<file path="config.mk">
export PLATFORM = sky130hd
export DESIGN_NAME = stopwatch_core
export DESIGN_NICKNAME = d
export VERILOG_FILES = /design/src/rtl/stopwatch_core.sv
export SDC_FILE = /design/constraint.sdc
export NUM_CORES = 1
export LEC_CHECK = 0
export BUFFER_PORTS_ARGS = -buffer_cell sky130_fd_sc_hd__buf_2
export CELL_PAD_IN_SITES_DETAIL_PLACEMENT = 1
export CELL_PAD_IN_SITES_GLOBAL_PLACEMENT = 1
export CORE_MARGIN = 2
export CORE_UTILIZATION = 25
export CTS_CLUSTER_SIZE = 12
export DETAILED_ROUTE_END_ITERATION = 10
export GPL_TIMING_DRIVEN = 0
export PLACE_DENSITY_LB_ADDON = 0.1
export REMOVE_ABC_BUFFERS = 1
export SYNTH_ARGS = -nofsm -noshare
export SYNTH_HDL_FRONTEND = slang
export SYNTH_SLANG_ARGS = --single-unit
</file>
<file path="constraint.sdc">
create_clock -name clk -period 3.94 [get_ports clk]
set_input_delay 0.591 -clock clk [delete_from_list [all_inputs] [get_ports clk]]
set_output_delay 0.591 -clock clk [all_outputs]
set_load 0.05 [all_outputs]
</file>
<file path="src/rtl/stopwatch_core.sv">
// Count-up mm:ss stopwatch engine driven by a 1 kHz tick sampled as data; saturates at MAX_MINUTES:59.
// Optional lap-hold display freeze is compiled in with the STOPWATCH_LAP_EN macro.
module stopwatch_core #(
    parameter int TICKS_PER_SEC = 1000,
    parameter int MAX_MINUTES   = 59
) (
    input  logic       clk,
    input  logic       rst,
    input  logic       clk1k,
    input  logic       en,
    input  logic       start,
    input  logic       stop,
    input  logic       clear,
`ifdef STOPWATCH_LAP_EN
    input  logic       lap,
`endif
    output logic [5:0] minutes,
    output logic [5:0] seconds,
    output logic       running,
    output logic       blink,
    output logic [1:0] dbg_state
);
    localparam int TW = (TICKS_PER_SEC > 1) ? $clog2(TICKS_PER_SEC) : 1;
    localparam logic [TW-1:0] TICK_LAST = TW'(TICKS_PER_SEC - 1);
    localparam logic [5:0]    MIN_LAST  = 6'(MAX_MINUTES);

    typedef enum logic [1:0] {S_IDLE, S_RUN, S_PAUSE, S_SAT} state_t;

    state_t        state_q, state_d;
    logic [5:0]    min_q, min_d, sec_q, sec_d;
    logic [TW-1:0] tick_q, tick_d;
    logic          running_q, blink_q;
    logic          start_q, stop_q, clear_q, clk1k_q;
    logic          start_rise, stop_rise, clear_rise, tick, count_en;

    assign start_rise = start & ~start_q;
    assign stop_rise  = stop  & ~stop_q;
    assign clear_rise = clear & ~clear_q;
    assign tick       = clk1k & ~clk1k_q;
    // A tick is lost if a stop or clear edge lands in the same cycle.
    assign count_en   = (state_q == S_RUN) && en && tick && !stop_rise && !clear_rise;

    always_comb begin
        state_d = state_q;
        min_d   = min_q;
        sec_d   = sec_q;
        tick_d  = tick_q;
        if (clear_rise) begin
            state_d = S_IDLE;
            min_d   = '0;
            sec_d   = '0;
            tick_d  = '0;
        end else begin
            case (state_q)
                S_IDLE:  if (start_rise) state_d = S_RUN;
                S_RUN:   if (stop_rise)  state_d = S_PAUSE;
                S_PAUSE: if (start_rise) state_d = S_RUN;
                default: ;
            endcase
            if (count_en) begin
                if (tick_q == TICK_LAST) begin
                    tick_d = '0;
                    if (sec_q == 6'd59) begin
                        if (min_q == MIN_LAST) begin
                            state_d = S_SAT;
                        end else begin
                            sec_d = '0;
                            min_d = min_q + 1'b1;
                        end
                    end else begin
                        sec_d = sec_q + 1'b1;
                    end
                end else begin
                    tick_d = tick_q + 1'b1;
                end
            end
        end
    end

    always_ff @(posedge clk) begin
        if (rst) begin
            state_q   <= S_IDLE;
            min_q     <= '0;
            sec_q     <= '0;
            tick_q    <= '0;
            running_q <= 1'b0;
            blink_q   <= 1'b0;
            start_q   <= 1'b0;
            stop_q    <= 1'b0;
            clear_q   <= 1'b0;
            clk1k_q   <= 1'b0;
        end else begin
            state_q   <= state_d;
            min_q     <= min_d;
            sec_q     <= sec_d;
            tick_q    <= tick_d;
            running_q <= (state_d == S_RUN);
            blink_q   <= (state_d == S_PAUSE) || (state_d == S_SAT);
            start_q   <= start;
            stop_q    <= stop;
            clear_q   <= clear;
            clk1k_q   <= clk1k;
        end
    end

`ifdef STOPWATCH_LAP_EN
    logic       lap_q, lap_rise;
    logic       lap_hold_q, lap_hold_d;
    logic [5:0] lap_min_q, lap_min_d, lap_sec_q, lap_sec_d;

    assign lap_rise = lap & ~lap_q;

    // The hold captures the live value present before this cycle's tick.
    always_comb begin
        lap_hold_d = lap_hold_q;
        lap_min_d  = lap_min_q;
        lap_sec_d  = lap_sec_q;
        if (clear_rise || stop_rise || state_d == S_SAT) begin
            lap_hold_d = 1'b0;
        end else if (lap_rise && state_q == S_RUN) begin
            lap_hold_d = ~lap_hold_q;
            if (!lap_hold_q) begin
                lap_min_d = min_q;
                lap_sec_d = sec_q;
            end
        end
    end

    always_ff @(posedge clk) begin
        if (rst) begin
            lap_q      <= 1'b0;
            lap_hold_q <= 1'b0;
            lap_min_q  <= '0;
            lap_sec_q  <= '0;
        end else begin
            lap_q      <= lap;
            lap_hold_q <= lap_hold_d;
            lap_min_q  <= lap_min_d;
            lap_sec_q  <= lap_sec_d;
        end
    end

    assign minutes = lap_hold_q ? lap_min_q : min_q;
    assign seconds = lap_hold_q ? lap_sec_q : sec_q;
`else
    assign minutes = min_q;
    assign seconds = sec_q;
`endif

    assign running   = running_q;
    assign blink     = blink_q;
    assign dbg_state = state_q;
endmodule
</file>
==> out/qor.csv, run 1 <==
metric;value;unit
status;completed;
CTS buffer count;5;
Int Power;0.458;mW
Layout fillers;661;
#FFs+latches synth;30;
largest family of logic cells by synthesized area;simple AND/OR/NAND/NOR gates;
Critical Path Sink Type;register;
Crit Reg-Reg Endpoint;seconds[4]$_SDFFE_PP0P_;
ys async rst share;0;%
number of cells on the worst reg-to-reg path;5;
max-cap viol count;0;
area fraction in compound gates after synthesis;10.1;%
worst slew pin tran;0.891;ns
final hold violations;0;
CTS tree;done;
clock slew at reported path FFs;0.07;ns
n_diodes;0;
sequential share of the synthesized area;43.4;%
Synth area leaders;dfxtp_1, nand2_1, nor2_1;
Initial DRC Count;25;
DRC;0;
clk sinks;30;
library cells used by synthesis;37;
combinational share of power;5.1;%
share of cells above drive strength 1;21.5;%
Setup Skew;0.00922;ns
Slew Limit Fails;0;
Setup Buffers After CTS;0;
number of synthesized flops with an enable pin;0;
Hold Crit Depth;2;
GRT Util Overall;12.6;%
height of the die;78.4;µm
Core ar.;5440;µm²
fin crit share;54.4;%
Slew HR;40.4;%
power per cell area;360;nW/µm²
RSZ-0062 raised after global routing;false;
top-count cell post-synth;dfxtp_1;
crit-path max FO;18;
Routed WL;3460;µm
adder-cell area share of the yosys netlist;2.71;%
Worst Path Arrival;2.35;ns
Hold Path Sink;tick_q[1]$_SDFFE_PP0N_;
CP Data Required Time;4.15;ns
Top FF cell, synth;dfxtp_1;
fmax;467;MHz
PostCTS Resize Cnt;0;
Rows;27;
I/O Buffers;22;
xor/xnor share of the synthesized area;5.70;%
root buffer cell;clkbuf_8;
io pins;23;
clock power share;43.3;%
Worst setup SP type;input pin;
Hold Path Origin;tick_q[1]$_SDFFE_PP0N_;
worst-case vdd ir drop;166;µV
met1 wire length;1560;µm
clk buf depth;2;
Psw;0.142;mW
synth cell count leaders;dfxtp_1, nand2_1, nor2_1;
part of the power in registers;51.6;%
DR vias;1211;
mux cell area share after synthesis;1.45;%
Routed WL per cell;13.7;µm
TritonRoute pass-1 iters;4;
Die ar.;6150;µm²
Reg2Reg Setup Slack;1.87;ns
Final Net Count;190;
Clock Latency Late Sink;0.28;ns
largest net degree at the start of global routing;19;
Max Used Layer;met4;
via/cell ratio;4.79;
HPWL Detailed;2540;µm
synthesized area;1380;µm²
Leak;0.619;nW
met2 wire len;1710;µm
Simple-Gate Fraction of Synth Area;35.5;%
minimum clock period;2.14;ns
Synth top area share;43.4;%
area delta synth->final;20.3;%
Mapped Cells;154;
Sw Ratio;23.6;%
Power Total;0.599;mW
Post-CTS Hold Fix Bufs;0;
Crit Path Category;in -> reg;
setup_tns;0;ns
Setup Viol. Count Final;0;
Synth area leader;dfxtp_1;
Avg Inst Size Synth;8.99;µm²
Hold Slack;0.491;ns
Critical path origin;stop;
Initial Util;25.4;%
Hold WC Path Type;reg -> reg;
Die X;78.4;µm
grt total ovfl;0;
vias in the first global route;1308;
global placement routability congestion;0.706;
Ys Warns;0;
post-route ant nets;0;
met3 wire length;130;µm
H-tree lvl count;2;
initial antenna violation count;0;
worst reg2reg path startpoint;dbg_state[0]$_SDFF_PP0_;
first-pass GRT wire length;6010;µm
[logic make-up (layout without fill, tap and decap cells)]
family | Yosys count | after routing
AO/OA/AOI/OAI | 22 | 22
XOR/XNOR | 9 | 9
adder cells (fa/ha/maj) | 3 | 3
buffers and inverters | 4 | 31
flip-flops | 30 | 30
multiplexers | 2 | 2
AND/OR/NAND/NOR | 84 | 84
[area by class of cell]
| type | instances | area, µm² | share of cell area (%) |
|---|---|---|---|
| Multi-Input combinational cell | 120 | 768 | 46.2 |
| Inverter | 1 | 3.75 | 0.226 |
| Sequential cell | 30 | 601 | 36.1 |
| Timing Repair Buffer | 22 | 110 | 6.62 |
| Tap cell | 72 | 90.1 | 5.41 |
| Clock inverter | 1 | 5.00 | 0.301 |
| Clock buffer | 7 | 86.3 | 5.19 |
[worst max-delay path, stage by stage]
cell and delay, ns:
buf_2 0.10, nor2b_1 0.17, nor4_4 0.58, nand3_4 0.31, or4_1 0.52, o21ai_0 0.07
[metrics by stage]
step | util, % | worst slack (ns) | cells | area (µm²)
final | 30.6 | 1.80 | 253 | 1660
after CTS | 30.6 | 1.76 | 253 | 1660
after floorplan | - | 1.80 | 151 | 1370
after detailed placement | 28.9 | 1.46 | 245 | 1570
after global routing | 30.6 | 1.66 | 253 | 1660
after global placement | 28.9 | 1.48 | 245 | 1570
[power by group through the flow]
stage	Sequential (mW)	Combinational [mW]	Clock (mW)
after detailed placement	0.316	0.0315	0
final	0.309	0.0305	0.260
after global routing	0.310	0.0338	0.291
after CTS	0.309	0.0315	0.271
after floorplan	0.322	0.0143	0
after global placement	0.316	0.0307	0
[cells in the final DEF, fill, tap and decap left out, types with 2 or more instances in the layout]
| cell type | n |
|---|---|
| dfxtp_1 | 30 |
| buf_2 | 22 |
| nor2_1 | 17 |
| nand2_1 | 17 |
| nand3_1 | 11 |
| a21oi_1 | 7 |
| clkbuf_8 | 6 |
| nor2b_1 | 5 |
| nand4_1 | 5 |
| xor2_1 | 5 |
| nand2b_1 | 4 |
| o211ai_1 | 4 |
| nor4_1 | 4 |
| o21ai_0 | 4 |
| xnor2_1 | 4 |
| or2_2 | 3 |
| or4_1 | 3 |
| or3_1 | 3 |
| ha_1 | 3 |
| and4_1 | 2 |
| o31ai_1 | 2 |
| mux2i_1 | 2 |
[layer usage]
layer  up-vias  global-route usage, %
li1        605                      -
met1       578                   14.7
met2        21                   21.7
met3         7                   3.68
met4         0                   4.91
met5         -                      0
[worst max-delay path by stage]
stage                                         end  cells after the start
after global placement    seconds[4]$_SDFFE_PP0P_                      6
after detailed placement  minutes[2]$_SDFFE_PP0P_                      6
after floorplan           seconds[4]$_SDFFE_PP0P_                      5
after global routing      seconds[4]$_SDFFE_PP0P_                      6
final                     seconds[4]$_SDFFE_PP0P_                      6
after CTS                 seconds[4]$_SDFFE_PP0P_                      6
[sequential cells by signal, summed over array words and instances (netlist names)]
register	flops
dbg_state	2
minutes	6
seconds	6
clear_q	1
blink	1
stop_q	1
running	1
clk1k_q	1
tick_q	10
start_q	1
(Power assumes the default switching activity.)
==> inputs of run 2 (changes only) <==
==> constraint.sdc (replaced) <==
create_clock -name clk -period 2.2 [get_ports clk]
set_input_delay 0.33 -clock clk [delete_from_list [all_inputs] [get_ports clk]]
set_output_delay 0.33 -clock clk [all_outputs]
set_load 0.05 [all_outputs]
==> run 2 against run 1 <==
Net effect: clock skew is essentially flat; via count grew 1.2%; sequential share of layout area shrank 0.53 points; utilization grew 0.46 points; clock power grew 79%; non-clock buffer count grew 3; critical path depth is the same; die area is the same; critical path type is now reg -> reg; critical endpoint is now minutes[3]$_SDFFE_PP0P_; largest cell class unchanged.
==> out/qor.csv, run 2 (same netlist as run 1, synthesis figures left out) <==
metric;value;unit;change
status;completed;;
number of cells on the worst reg-to-reg path;6;;+1
global placement routability congestion;0.706;;unchanged
met1 wire length;1550;µm;-0.58%
Critical path origin;tick_q[0]$_SDFFE_PP0N_;;
DR vias;1225;;+1.2%
via/cell ratio;4.79;;about the same
crit-path max FO;4;;-14
Setup Skew;0.00923;ns;+0.00000811 ns
GRT Util Overall;12.6;%;unchanged
Clock Latency Late Sink;0.28;ns;about the same
CTS buffer count;5;;unchanged
area occupied by multi-input gates;771;µm²;+0.33%
fmax;506;MHz;
crit path cell chain;ha_1 > nand2_1 > nor4_1 > nand3_1 > or3_1 > a21oi_1;;
Reg2Reg Setup Slack;0.22;ns;-1.65 ns
CTS tree;done;;
Routed WL;3480;µm;+0.43%
Worst setup SP type;register;;
Max Used Layer;met4;;
n_diodes;0;;unchanged
Final Net Count;193;;+1.6%
RSZ-0062 raised after global routing;false;;
Die ar.;6150;µm²;unchanged
Post-CTS Hold Fix Bufs;0;;unchanged
Hold WC Path Type;in -> reg;;
Crit Reg-Reg Endpoint;minutes[3]$_SDFFE_PP0P_;;
CP endpoint;minutes[3]$_SDFFE_PP0P_;;
clk buf depth;2;;unchanged
Hold Slack;0.291;ns;-0.200 ns
initial antenna violation count;0;;unchanged
vias in the first global route;1308;;unchanged
register area;601;µm²;unchanged
commonest cells after routing, fill and taps aside;dfxtp_1, buf_2, nand2_1, nor2_1, nand3_1;;
H-tree lvl count;2;;unchanged
worst reg2reg path startpoint;tick_q[0]$_SDFFE_PP0N_;;
first-pass GRT wire length;6010;µm;unchanged
final hold violations;0;;unchanged
Power Total;1.07;mW;+79%
Routed WL per cell;13.6;µm;-0.74%
met3 wire length;130;µm;unchanged
io pins;23;;unchanged
TritonRoute pass-1 iters;4;;unchanged
Layout fillers;664;;+0.45%
Crit-path slowest cell;nor4_1;;
minimum clock period;1.98;ns;
area delta synth->final;22.1;%;
Slew Limit Fails;0;;unchanged
max-cap viol count;0;;unchanged
CP Data Required Time;2.42;ns;-1.73 ns
height of the die;78.4;µm;unchanged
Critical Path Sink Type;register;;
worst slew pin tran;0.893;ns;+0.00264 ns
Leak;0.634;nW;+2.5%
root buffer cell;clkbuf_8;;
Initial DRC Count;19;;-24%
post-route ant nets;0;;unchanged
largest net degree at the start of global routing;19;;unchanged
met2 wire len;1740;µm;+1.3%
power per cell area;636;nW/µm²;+77%
Setup Viol. Count Final;0;;unchanged
Die X;78.4;µm;unchanged
slowest stage delay, CP;0.40;ns;-0.18 ns
Worst Path Arrival;2.19;ns;-0.16 ns
I/O Buffers;22;;unchanged
Biggest register;tick_q;;
Initial Util;25.4;%;unchanged
grt total ovfl;0;;unchanged
Largest register FFs;10;;unchanged
worst-case vdd ir drop;298;µV;+79%
Slew HR;40.2;%;-0.18 points
most common cell after layout, fill and taps aside;dfxtp_1;;
share of cells above drive strength 1;23.4;%;+1.8 points
HPWL Detailed;2540;µm;unchanged
clock slew at reported path FFs;0.07;ns;about the same
clk sinks;30;;unchanged
DRC;0;;unchanged
Crit Path Category;reg -> reg;;
Rows;27;;unchanged
fin crit share;89.8;%;
Core ar.;5440;µm²;unchanged
[run 2: changes by cell type in the layout (fill, tap and decap cells not counted), sizes merged]
cell	before	now
buf	22	25
[run 2: final cells by class]
| type | count | area share, % |
|---|---|---|
| clock buffers | 7 | 5.11 |
| clock inverters | 1 | 0.296 |
| inverters | 1 | 0.222 |
| multi-input cells | 120 | 45.6 |
| flip-flops and latches | 30 | 35.6 |
| well taps | 72 | 5.33 |
| repair buffers | 25 | 7.85 |
[run 2: timing repair]
action,CTS,global route
endpoints found under the hold margin,0,0
gates resized for setup,0,1
setup endpoints to repair,0,7
buffers inserted,0,3
[run 2: worst min path at each step]
| stage | start | to | cells past startpoint |
|---|---|---|---|
| after global placement | tick_q[1]$_SDFFE_PP0N_ | tick_q[1]$_SDFFE_PP0N_ | 2 |
| after global routing | rst | clk1k_q$_SDFF_PP0_ | 2 |
| final | start | start_q$_SDFF_PP0_ | 2 |
| after floorplan | rst | clear_q$_SDFF_PP0_ | 1 |
| after CTS | start | start_q$_SDFF_PP0_ | 2 |
| after detailed placement | tick_q[1]$_SDFFE_PP0N_ | tick_q[1]$_SDFFE_PP0N_ | 2 |
[run 2: per-stage QoR]
step / std cells / setup WS [ns] / cell area (µm²) / setup TNS (ns) / utilization [%]
2_1_floorplan: 151 / 0.0566 / 1370 / 0 / -
3_3_place_gp: 245 / 0.000421 / 1570 / 0 / 28.9
3_5_place_dp: 245 / -0.0236 / 1570 / -0.0689 / 28.9
4_1_cts: 253 / 0.0731 / 1660 / 0 / 30.6
5_1_grt: 256 / 0.0390 / 1690 / 0 / 31.1
6_report: 256 / 0.224 / 1690 / 0 / 31.1
[run 2: metal layers]
metal	GRT usage, %	up-vias
li1	-	610
met1	14.7	587
met2	21.7	21
met3	3.68	7
met4	4.91	0
met5	0	-
[run 2: power by group]
part	leakage (nW)	internal [mW]	switching, mW
combinational	0.343	0.0178	0.0374
sequential	0.243	0.550	0.00383
clock	0.0482	0.252	0.213
total	0.634	0.820	0.254
[run 2: worst max-delay path, delay by kind of cell (launching register included)]
kind,cells,cell delay (ns)
AND/OR/NAND/NOR,4,1.12
flip-flops,1,0.38
adder cells (fa/ha/maj),1,0.28
AO/OA/AOI/OAI,1,0.14
==> inputs of run 3 (changes only) <==
--- a/config.mk
+++ b/config.mk
@@ -14,7 +14,6 @@
 export DETAILED_ROUTE_END_ITERATION = 10
 export GPL_TIMING_DRIVEN = 0
 export PLACE_DENSITY_LB_ADDON = 0.1
-export REMOVE_ABC_BUFFERS = 1
 export SYNTH_ARGS = -nofsm -noshare
 export SYNTH_HDL_FRONTEND = slang
 export SYNTH_SLANG_ARGS = --single-unit
==> run 3 against run 2 <==
Net effect: combinational power increased by 2%; first-iteration DRC count rose by 37%; sequential power is essentially flat; critical path type unchanged.
==> out/qor.csv, run 3 (same netlist as run 1, synthesis figures left out) <==
metric;value;unit;change
Crit Reg-Reg Endpoint;tick_q[6]$_SDFFE_PP0N_;;
clk sinks;30;;unchanged
io pins;23;;unchanged
worst slack at placement;-0.127;ns;-0.104 ns
worst-case vdd ir drop;237;µV;-20%
CTS tree;done;;
DR vias;1237;;+0.98%
worst slew pin tran;0.497;ns;-0.396 ns
Die X;78.4;µm;unchanged
Leak;0.631;nW;-0.45%
power per cell area;638;nW/µm²;+0.37%
global placement routability congestion;0.738;;+4.6%
Clock Latency Late Sink;0.29;ns;about the same
Die ar.;6150;µm²;unchanged
Final Net Count;195;;+1.0%
initial antenna violation count;0;;unchanged
grt total ovfl;0;;unchanged
post-route ant nets;0;;unchanged
Reg2Reg Setup Slack;0.24;ns;+0.02 ns
number of cells on the worst reg-to-reg path;6;;unchanged
post-synth net total;164;;
via/cell ratio;4.79;;+0.20%
Setup Viol. Count Final;0;;unchanged
final hold violations;0;;unchanged
met2 usage;20.4;%;-1.3 points
root buffer cell;clkbuf_8;;
setup_tns;0;ns;unchanged
HPWL Detailed;2510;µm;-1.3%
finished layout cell area;1700;µm²;+0.81%
most common cell after layout, fill and taps aside;dfxtp_1;;
part of the power in registers;50.9;%;-0.6 points
height of the die;78.4;µm;unchanged
Critical Path Sink Type;register;;
TritonRoute pass-1 iters;4;;unchanged
I/O Buffers;22;;unchanged
first-pass GRT wire length;6110;µm;+1.6%
Slew HR;66.9;%;+27 points
vias in the first global route;1282;;-2.0%
CP endpoint;tick_q[6]$_SDFFE_PP0N_;;
crit-path max FO;10;;+6
Psw;0.268;mW;+5.2%
status;completed;;
RSZ-0062 raised after global routing;false;;
H-tree lvl count;2;;unchanged
final worst slack;0.239;ns;+0.0154 ns
Placed Area;1580;µm²;+0.72%
area delta synth->final;23.1;%;
Routed WL;3480;µm;about the same
fmax;510;MHz;+0.78%
GRT Util Overall;12.7;%;+0.073 points
Worst setup SP type;register;;
DRC;0;;unchanged
largest net degree at the start of global routing;11;;-8
share of cells above drive strength 1;23.7;%;+0.29 points
clk buf depth;2;;unchanged
Critical path origin;dbg_state[0]$_SDFF_PP0_;;
Worst Path Arrival;2.12;ns;-0.07 ns
clock power share;43.9;%;+0.6 points
Hold WC Path Type;in -> reg;;
Sw Ratio;24.6;%;+0.93 points
CP Data Required Time;2.36;ns;-0.06 ns
Setup Skew;0.0138;ns;+0.00455 ns
Biggest register;tick_q;;
Int Power;0.820;mW;about the same
Core ar.;5440;µm²;unchanged
gr busiest metal;met2;;
n_diodes;0;;unchanged
Routed WL per cell;13.5;µm;-0.80%
combinational share of power;5.2;%;about the same
met3 Use GR;3.79;%;+0.11 points
Rows;27;;unchanged
Crit Path Category;reg -> reg;;
Largest register FFs;10;;unchanged
commonest cells after routing, fill and taps aside;dfxtp_1, buf_2, nand2_1, nor2_1, nand3_1;;
worst reg2reg path startpoint;dbg_state[0]$_SDFF_PP0_;;
Post-CTS Hold Fix Bufs;0;;unchanged
minimum clock period;1.96;ns;-0.0154 ns
clock slew at reported path FFs;0.07;ns;about the same
Slew Limit Fails;0;;unchanged
CTS buffer count;5;;unchanged
Initial DRC Count;26;;+7
fin crit share;89.1;%;-0.70 points
max-cap viol count;0;;unchanged
M1 GR Usage;16.0;%;+1.3 points
Initial Util;25.4;%;unchanged
-- run 3: how the worst min path moves through the flow --
| stage | startpoint | end | cells after the start |
|---|---|---|---|
| 6_report | stop | stop_q$_SDFF_PP0_ | 2 |
| 5_1_grt | stop | stop_q$_SDFF_PP0_ | 2 |
| 4_1_cts | stop | stop_q$_SDFF_PP0_ | 2 |
| 3_5_place_dp | tick_q[1]$_SDFFE_PP0N_ | tick_q[1]$_SDFFE_PP0N_ | 2 |
| 3_3_place_gp | tick_q[1]$_SDFFE_PP0N_ | tick_q[1]$_SDFFE_PP0N_ | 2 |
| 2_1_floorplan | rst | clear_q$_SDFF_PP0_ | 1 |
-- run 3: what timing repair did --
| action | CTS | global route |
|---|---|---|
| pin swaps | 1 | 0 |
| gates resized for setup | 0 | 2 |
| gates cloned | 0 | 0 |
| setup buffers | 2 | 0 |
| setup endpoints to repair | 9 | 2 |
-- run 3: routing by layer --
layer	up-vias	wire length [µm]	share of wire, %
li1	615	-	-
met1	604	1640	47
met2	14	1710	49
met3	4	101	2.9
met4	0	30	0.86
met5	-	0	0
-- run 3: stage by stage --
step                      util, %  instances  hold WS (ns)  total power, mW
final                        31.3        258         0.262             1.09
after global routing         31.3        258         0.265             1.14
after CTS                    31.1        258         0.255             1.11
after detailed placement     29.1        248         0.475            0.624
after global placement       29.1        248         0.470            0.623
after floorplan                 -        154         0.402            0.603
-- run 3: final cells by class --
| type | instances | area, µm² |
|---|---|---|
| multi-input combinational | 120 | 777 |
| clock inverter | 2 | 12.5 |
| buffer | 3 | 11.3 |
| tap | 72 | 90.1 |
| fill | 666 | 3740 |
| inverter | 1 | 3.75 |
| clock buffer | 6 | 82.6 |
| sequential | 30 | 601 |
| timing repair buffer | 24 | 125 |
-- run 3: power groups by stage --
stage                     clock [mW]  combinational (mW)  sequential (mW)
after global routing           0.526              0.0625            0.554
after detailed placement           0              0.0573            0.566
after CTS                      0.498              0.0580            0.554
final                          0.477              0.0563            0.554
after global placement             0              0.0567            0.566
after floorplan                    0              0.0269            0.576
-- run 3: critical path: stages, from the launching register on --
cell and delay (ns):
dfxtp_1 0.41, nand4b_2 0.16, nor4_4 0.39, nand3_4 0.18, clkbuf_1 0.26, nand2_1 0.34
nor2_1 0.08
